**config.mk**
```make
export PLATFORM = sky130hd
export DESIGN_NAME = mac_dot_sequencer
export DESIGN_NICKNAME = d
export VERILOG_FILES = /design/src/rtl/mac_seq_pkg.sv /design/src/rtl/mac_seq_fifo.sv /design/src/rtl/mac_dot_sequencer.sv
export SDC_FILE = /design/constraint.sdc
export NUM_CORES = 1
export LEC_CHECK = 0
export ABC_AREA = 0
export ABC_CLOCK_PERIOD_IN_PS = 15500
export BUFFER_PORTS_ARGS = -buffer_cell sky130_fd_sc_hd__buf_4
export CORE_ASPECT_RATIO = 1.75
export CORE_UTILIZATION = 62
export CTS_CLUSTER_SIZE = 25
export DETAILED_ROUTE_END_ITERATION = 10
export PLACE_DENSITY = 0.82
export SETUP_SLACK_MARGIN = 0.02
export SLEW_MARGIN = 5
export SYNTH_ARGS = -nofsm -noshare
export SYNTH_HDL_FRONTEND = slang
export SYNTH_SLANG_ARGS = --single-unit
```
**constraint.sdc**
```tcl
create_clock -name clk -period 15.5 [get_ports clk]
set_input_delay 0.775 -clock clk [delete_from_list [all_inputs] [get_ports clk]]
set_output_delay 0.775 -clock clk [all_outputs]
set_load 0.05 [all_outputs]
```
**src/rtl/mac_seq_pkg.sv**
```systemverilog
// Shared types and helpers for the MAC dot-product sequencer.
package mac_seq_pkg;

    localparam int DEF_DATA_W = 16;
    localparam int DEF_PROD_W = 32;
    localparam int DEF_SUM_W  = 40;

    typedef enum logic [2:0] {
        S_IDLE,
        S_CLR,
        S_GAP,
        S_ISSUE,
        S_WAIT,
        S_OUT
    } state_e;

    // Unsigned distance between a MAC result and the exact product.
    function automatic logic [DEF_PROD_W-1:0] abs_diff(input logic [DEF_PROD_W-1:0] x,
                                                       input logic [DEF_PROD_W-1:0] y);
        return (x > y) ? (x - y) : (y - x);
    endfunction

endpackage

```
**src/rtl/mac_seq_fifo.sv**
```systemverilog
// Synchronous operand FIFO with combinational head read and async active-high reset.
module mac_seq_fifo #(
    parameter int WIDTH = 33,
    parameter int DEPTH = 4
) (
    input  logic             clk,
    input  logic             rst,
    input  logic             push_i,
    input  logic [WIDTH-1:0] wdata_i,
    input  logic             pop_i,
    output logic [WIDTH-1:0] rdata_o,
    output logic             full_o,
    output logic             empty_o
);
    localparam int AW = $clog2(DEPTH);

    logic [WIDTH-1:0] mem_q [DEPTH];
    logic [AW:0]      wr_ptr_q;
    logic [AW:0]      rd_ptr_q;
    logic             do_push;
    logic             do_pop;

    assign full_o  = (wr_ptr_q[AW] != rd_ptr_q[AW]) && (wr_ptr_q[AW-1:0] == rd_ptr_q[AW-1:0]);
    assign empty_o = (wr_ptr_q == rd_ptr_q);
    assign do_pop  = pop_i && !empty_o;
    // A full FIFO still takes a write when the head leaves in the same cycle.
    assign do_push = push_i && (!full_o || do_pop);
    assign rdata_o = mem_q[rd_ptr_q[AW-1:0]];

    // NOTE: storage is deliberately not reset; the pointers alone decide which entries are valid.
    always_ff @(posedge clk) begin
        if (do_push) begin
            mem_q[wr_ptr_q[AW-1:0]] <= wdata_i;
        end
    end

    // NOTE: sequential state uses non-blocking assignments so every register samples pre-edge values.
    always_ff @(posedge clk or posedge rst) begin
        if (rst) begin
            wr_ptr_q <= '0;
            rd_ptr_q <= '0;
        end else begin
            if (do_push) wr_ptr_q <= wr_ptr_q + 1'b1;
            if (do_pop)  rd_ptr_q <= rd_ptr_q + 1'b1;
        end
    end

endmodule

```
**src/rtl/mac_dot_sequencer.sv**
```systemverilog
// Drives an approximate MAC once per buffered operand pair and accumulates
// approximate and exact dot products plus error statistics per vector.
module mac_dot_sequencer
    import mac_seq_pkg::*;
#(
    parameter int DATA_W     = DEF_DATA_W,
    parameter int PROD_W     = DEF_PROD_W,
    parameter int SUM_W      = DEF_SUM_W,
    parameter int FIFO_DEPTH = 4,
    parameter int TIMEOUT    = 1000,
    parameter int ERR_TOL    = 12
) (
    input  logic              clk,
    input  logic              rst,
    input  logic              in_valid,
    output logic              in_ready,
    input  logic [DATA_W-1:0] in_a,
    input  logic [DATA_W-1:0] in_b,
    input  logic              in_last,
    output logic              mac_rst,
    output logic              mac_start,
    output logic [DATA_W-1:0] mac_a,
    output logic [DATA_W-1:0] mac_b,
    input  logic              mac_done,
    input  logic [PROD_W-1:0] mac_acc,
    output logic              out_valid,
    input  logic              out_ready,
    output logic [SUM_W-1:0]  out_sum,
    output logic [SUM_W-1:0]  out_exact,
    output logic [PROD_W-1:0] out_max_err,
    output logic [15:0]       out_fail_cnt,
    output logic              out_timeout
);
    localparam int CNT_W = $clog2(TIMEOUT + 1);
    localparam int FW    = 2 * DATA_W + 1;

    state_e            state_q, state_d;
    logic [DATA_W-1:0] a_q, a_d, b_q, b_d;
    logic              last_q, last_d;
    logic [CNT_W-1:0]  cnt_q, cnt_d;
    logic [SUM_W-1:0]  sum_q, sum_d, exact_q, exact_d;
    logic [PROD_W-1:0] max_err_q, max_err_d;
    logic [15:0]       fail_q, fail_d, fail_inc;
    logic              tmo_q, tmo_d;
    logic              ready_en_q;

    logic              fifo_full, fifo_empty, push, pop;
    logic [FW-1:0]     head;
    logic [PROD_W-1:0] prod, err;

    // in_ready stays low through reset and rises on the first clock after it.
    assign in_ready = ready_en_q && !fifo_full;
    assign push     = in_valid && in_ready;
    assign prod     = PROD_W'(a_q) * PROD_W'(b_q);
    assign err      = abs_diff(mac_acc, prod);
    assign fail_inc = (fail_q == 16'hFFFF) ? fail_q : fail_q + 16'd1;

    mac_seq_fifo #(.WIDTH(FW), .DEPTH(FIFO_DEPTH)) u_fifo (
        .clk     (clk),
        .rst     (rst),
        .push_i  (push),
        .wdata_i ({in_a, in_b, in_last}),
        .pop_i   (pop),
        .rdata_o (head),
        .full_o  (fifo_full),
        .empty_o (fifo_empty)
    );

    // NOTE: every signal driven here gets a default first, so no path can infer a latch.
    always_comb begin
        state_d   = state_q;
        a_d       = a_q;
        b_d       = b_q;
        last_d    = last_q;
        cnt_d     = cnt_q;
        sum_d     = sum_q;
        exact_d   = exact_q;
        max_err_d = max_err_q;
        fail_d    = fail_q;
        tmo_d     = tmo_q;
        pop       = 1'b0;
        mac_rst   = 1'b0;
        mac_start = 1'b0;
        out_valid = 1'b0;

        case (state_q)
            S_IDLE: begin
                if (!fifo_empty) begin
                    pop     = 1'b1;
                    {a_d, b_d, last_d} = head;
                    state_d = S_CLR;
                end
            end
            S_CLR: begin
                mac_rst = 1'b1;
                state_d = S_GAP;
            end
            S_GAP: state_d = S_ISSUE;
            S_ISSUE: begin
                mac_start = 1'b1;
                cnt_d     = '0;
                state_d   = S_WAIT;
            end
            S_WAIT: begin
                if (mac_done) begin
                    sum_d   = sum_q + SUM_W'(mac_acc);
                    exact_d = exact_q + SUM_W'(prod);
                    if (err > max_err_q)           max_err_d = err;
                    if (err > PROD_W'(ERR_TOL))    fail_d    = fail_inc;
                    state_d = last_q ? S_OUT : S_IDLE;
                end else if (cnt_q == CNT_W'(TIMEOUT - 1)) begin
                    // Abandoned pair: only the exact sum still sees it.
                    exact_d = exact_q + SUM_W'(prod);
                    tmo_d   = 1'b1;
                    fail_d  = fail_inc;
                    state_d = last_q ? S_OUT : S_IDLE;
                end else begin
                    cnt_d = cnt_q + 1'b1;
                end
            end
            S_OUT: begin
                out_valid = 1'b1;
                if (out_ready) begin
                    sum_d     = '0;
                    exact_d   = '0;
                    max_err_d = '0;
                    fail_d    = '0;
                    tmo_d     = 1'b0;
                    state_d   = S_IDLE;
                end
            end
            default: state_d = S_IDLE;
        endcase
    end

    always_ff @(posedge clk or posedge rst) begin
        if (rst) begin
            state_q    <= S_IDLE;
            a_q        <= '0;
            b_q        <= '0;
            last_q     <= 1'b0;
            cnt_q      <= '0;
            sum_q      <= '0;
            exact_q    <= '0;
            max_err_q  <= '0;
            fail_q     <= '0;
            tmo_q      <= 1'b0;
            ready_en_q <= 1'b0;
        end else begin
            state_q    <= state_d;
            a_q        <= a_d;
            b_q        <= b_d;
            last_q     <= last_d;
            cnt_q      <= cnt_d;
            sum_q      <= sum_d;
            exact_q    <= exact_d;
            max_err_q  <= max_err_d;
            fail_q     <= fail_d;
            tmo_q      <= tmo_d;
            ready_en_q <= 1'b1;
        end
    end

    assign mac_a        = a_q;
    assign mac_b        = b_q;
    assign out_sum      = sum_q;
    assign out_exact    = exact_q;
    assign out_max_err  = max_err_q;
    assign out_fail_cnt = fail_q;
    assign out_timeout  = tmo_q;

endmodule

```
==> impl_metrics.env <==
export IMPL_place_congestion=1.01
export IMPL_synth_ff_type="dfrtp_1"
export IMPL_critPathCaptureType="flip-flop"
export IMPL_io_pins=235
export IMPL_avgViaCountPerCell=6.21
export IMPL_final_common_cell="inv_1"
export IMPL_die_y_um=285
export IMPL_grt_start_max_net_pins=114
export IMPL_grt_usage_pct=35.2
export IMPL_fmax_ghz=0.0747
export IMPL_synth_fp_nets=3473
export IMPL_fin_nets=3640
export IMPL_cp_depth=38
export IMPL_slew_viol_final=0
export IMPL_drc=0
export IMPL_numCtsBuffers=30
export IMPL_cts_tree="yes"
export IMPL_maxCapViolations=0
export IMPL_initialDrtViolationCount=1622
export IMPL_worstSetupStartpoint="mac_a[5]$_DFFE_PP0P_"
export IMPL_setup_viol=0
export IMPL_synth_edf_count=132
export IMPL_cts_hold_fix_buffers=0
export IMPL_ys_types=95
export IMPL_syn_area_per_cell_um2=9.67
export IMPL_routed_wl_um=81100
export IMPL_dr_pass1_iters=6
export IMPL_dp_final_hpwl_um=64200
export IMPL_tns_ns=0
export IMPL_finalCriticalPeriod_ns=13.39
export IMPL_cp_slowest_cell="and2_1"
export IMPL_yosys_warnings=0
export IMPL_layout_common_cells="inv_1, nand2_1, ha_1, buf_4, fa_1"
export IMPL_worst_pin_slew_ns=1.27
export IMPL_crit_arrival_ns=13.80
export IMPL_crit_fanout=32
export IMPL_crit_family="simple AND/OR/NAND/NOR gates"
export IMPL_wl_per_cell_um=21.9
export IMPL_regToRegStartpoint="mac_a[5]$_DFFE_PP0P_"
export IMPL_clock_sinks=314
export IMPL_antenna_found_initial=0
export IMPL_grt_pass1_vias=24100
export IMPL_period_share_pct=86.4
export IMPL_seq_area_frac_synth_pct=30.0
export IMPL_cts_clk_slew_worst_paths_ns=0.07
export IMPL_syn_area_mm2=0.0284
export IMPL_crit_top_cell="fa_1"
export IMPL_cts_max_level=1
export IMPL_fillerInstances=3413
export IMPL_post_cts_buffers=0
export IMPL_rsz0062_at_grt="no"
export IMPL_final_antenna_net_count=0
export IMPL_hold_path_class="in2async"
export IMPL_slew_headroom_pct=14.8
export IMPL_critPathMaxStageDelay_ns=0.98
export IMPL_cp_required_ns=15.91
export IMPL_crit_buf_inv=4
export IMPL_core_area_mm2=0.0451
export IMPL_synth_seq_cells=314
export IMPL_clock_root_buffer="clkbuf_16"
export IMPL_ff2ff_path_depth=38
export IMPL_clockBufferDepth=3
export IMPL_rows=103
export IMPL_drive_above_1_share_pct=13.1
export IMPL_post_cts_resized=0
export IMPL_gr_total_overflow=0
export IMPL_clock_latency_ns=0.62
export IMPL_dieWidth_um=164
export IMPL_outcome="finished clean"
export IMPL_start_util_pct=63.0
export IMPL_final_hold_viol_count=0
export IMPL_die_area_mm2=0.0467
export IMPL_vias=23000
export IMPL_syn_instance_count=2939
export IMPL_grt_pass1_wl_um=126000
export IMPL_fin_worst_skew_ns=0.0292
export IMPL_critPathKind="reg2reg"
export IMPL_port_buffers=234
export IMPL_async_flop_share_pct=58.0
export IMPL_antenna_cells=0
export IMPL_start_kind="flip-flop"
export IMPL_synthToLayoutAreaGrowth_pct=11.0
## area by class of cell
| type | instances | area [um^2] | area share (%) |
|---|---|---|---|
| Clock buffer | 37 | 798 | 2.53 |
| Clock inverter | 19 | 185 | 0.587 |
| Inverter | 389 | 1470 | 4.65 |
| Multi-Input combinational cell | 2118 | 17900 | 56.9 |
| Sequential cell | 314 | 8520 | 27.0 |
| Tap cell | 577 | 722 | 2.29 |
| Timing Repair Buffer | 253 | 1900 | 6.02 |
## cells in the mapped netlist (34+ instances only)
library cell	count	area share, %
o21ai_0	147	2.6
a21oi_1	159	2.8
and2_1	134	2.9
and3_1	34	0.75
nand3_1	51	0.90
xnor2_1	76	2.3
nand4_1	34	0.75
nor2_1	110	1.5
clkbuf_1	85	1.1
dfrtp_1	182	16
xor2_1	61	1.9
fa_1	198	14
ha_1	266	12
inv_1	389	5.1
edfxtp_1	132	14
a21o_1	60	1.6
nand2_1	312	4.1
mux2_2	40	1.6
## worst register-to-register path, delay by kind of cell, from the launching register on
kind                       cells  cell delay (ns)
and+or+nand+nor               13             4.63
AOI/OAI and AO/OA              9             2.08
DFF                            1             0.61
buffers and inverters          4             0.20
muxes                          2             0.62
adders and majority gates      9             4.27
xor gates and xnor gates       1             0.78
## final timing paths
check                                                 endpoint  slack (ns)
worst min register to register  u_fifo.rd_ptr_q[2]$_DFFE_PP0P_        0.50
worst min-delay path            u_fifo.wr_ptr_q[2]$_DFFE_PP0P_        0.33
min in group clk                 u_fifo.mem_q[1][29]$_DFFE_PP_        0.37
max in group asynchronous           out_max_err[3]$_DFFE_PP0P_       13.64
worst max register to register      out_max_err[3]$_DFFE_PP0P_        2.11
worst max-delay path                out_max_err[3]$_DFFE_PP0P_        2.11
## metal layers
layer  wire length [um]  track usage [%]  up-vias
met5                  0                0        -
met4               5660             22.7        0
met3               3720             3.72      311
met2              43200             65.2      901
met1              28400             37.1    11400
li1                   -                -    10400
## kinds of logic (layout without fill, tap and decap cells)
group           Yosys count  after routing  share of synthesized area [%]
compound gates          589            589                           13.4
xor+xnor                140            140                           4.44
fa+ha+maj               466            466                           25.7
buf+inv                 507            698                           6.91
flops                   314            314                           30.0
mux                      91             91                           4.85
other cells               1              1                         0.0132
simple gates            831            831                           14.6
## per-stage QoR
step / std cells / setup slack [ns] / hold WS [ns] / instance area [um^2] / utilization (%)
3_3_place_gp: 3651 / 2.77 / 0.476 / 30600 / 67.7
5_1_grt: 3707 / 1.40 / 0.358 / 31500 / 69.9
3_5_place_dp: 3651 / 2.31 / 0.488 / 30600 / 67.7
6_report: 3707 / 2.11 / 0.328 / 31500 / 69.9
2_1_floorplan: 2939 / 4.26 / 0.460 / 28400 / -
4_1_cts: 3707 / 2.32 / 0.351 / 31500 / 69.9
## sequential cells by signal, indices dropped and copies added (netlist names), 3 cells and up
name and cells:
out_max_err 32, out_sum 40, cnt_q 10, u_fifo.wr_ptr_q 3, mac_b 16, out_exact 40
mac_a 16, u_fifo.rd_ptr_q 3, out_fail_cnt 16, state_q 3, u_fifo.mem_q 132
Power is left out: the tool's default activity adds up to more than one toggle a clock period on the data nets, which glitch-free logic cannot reach.
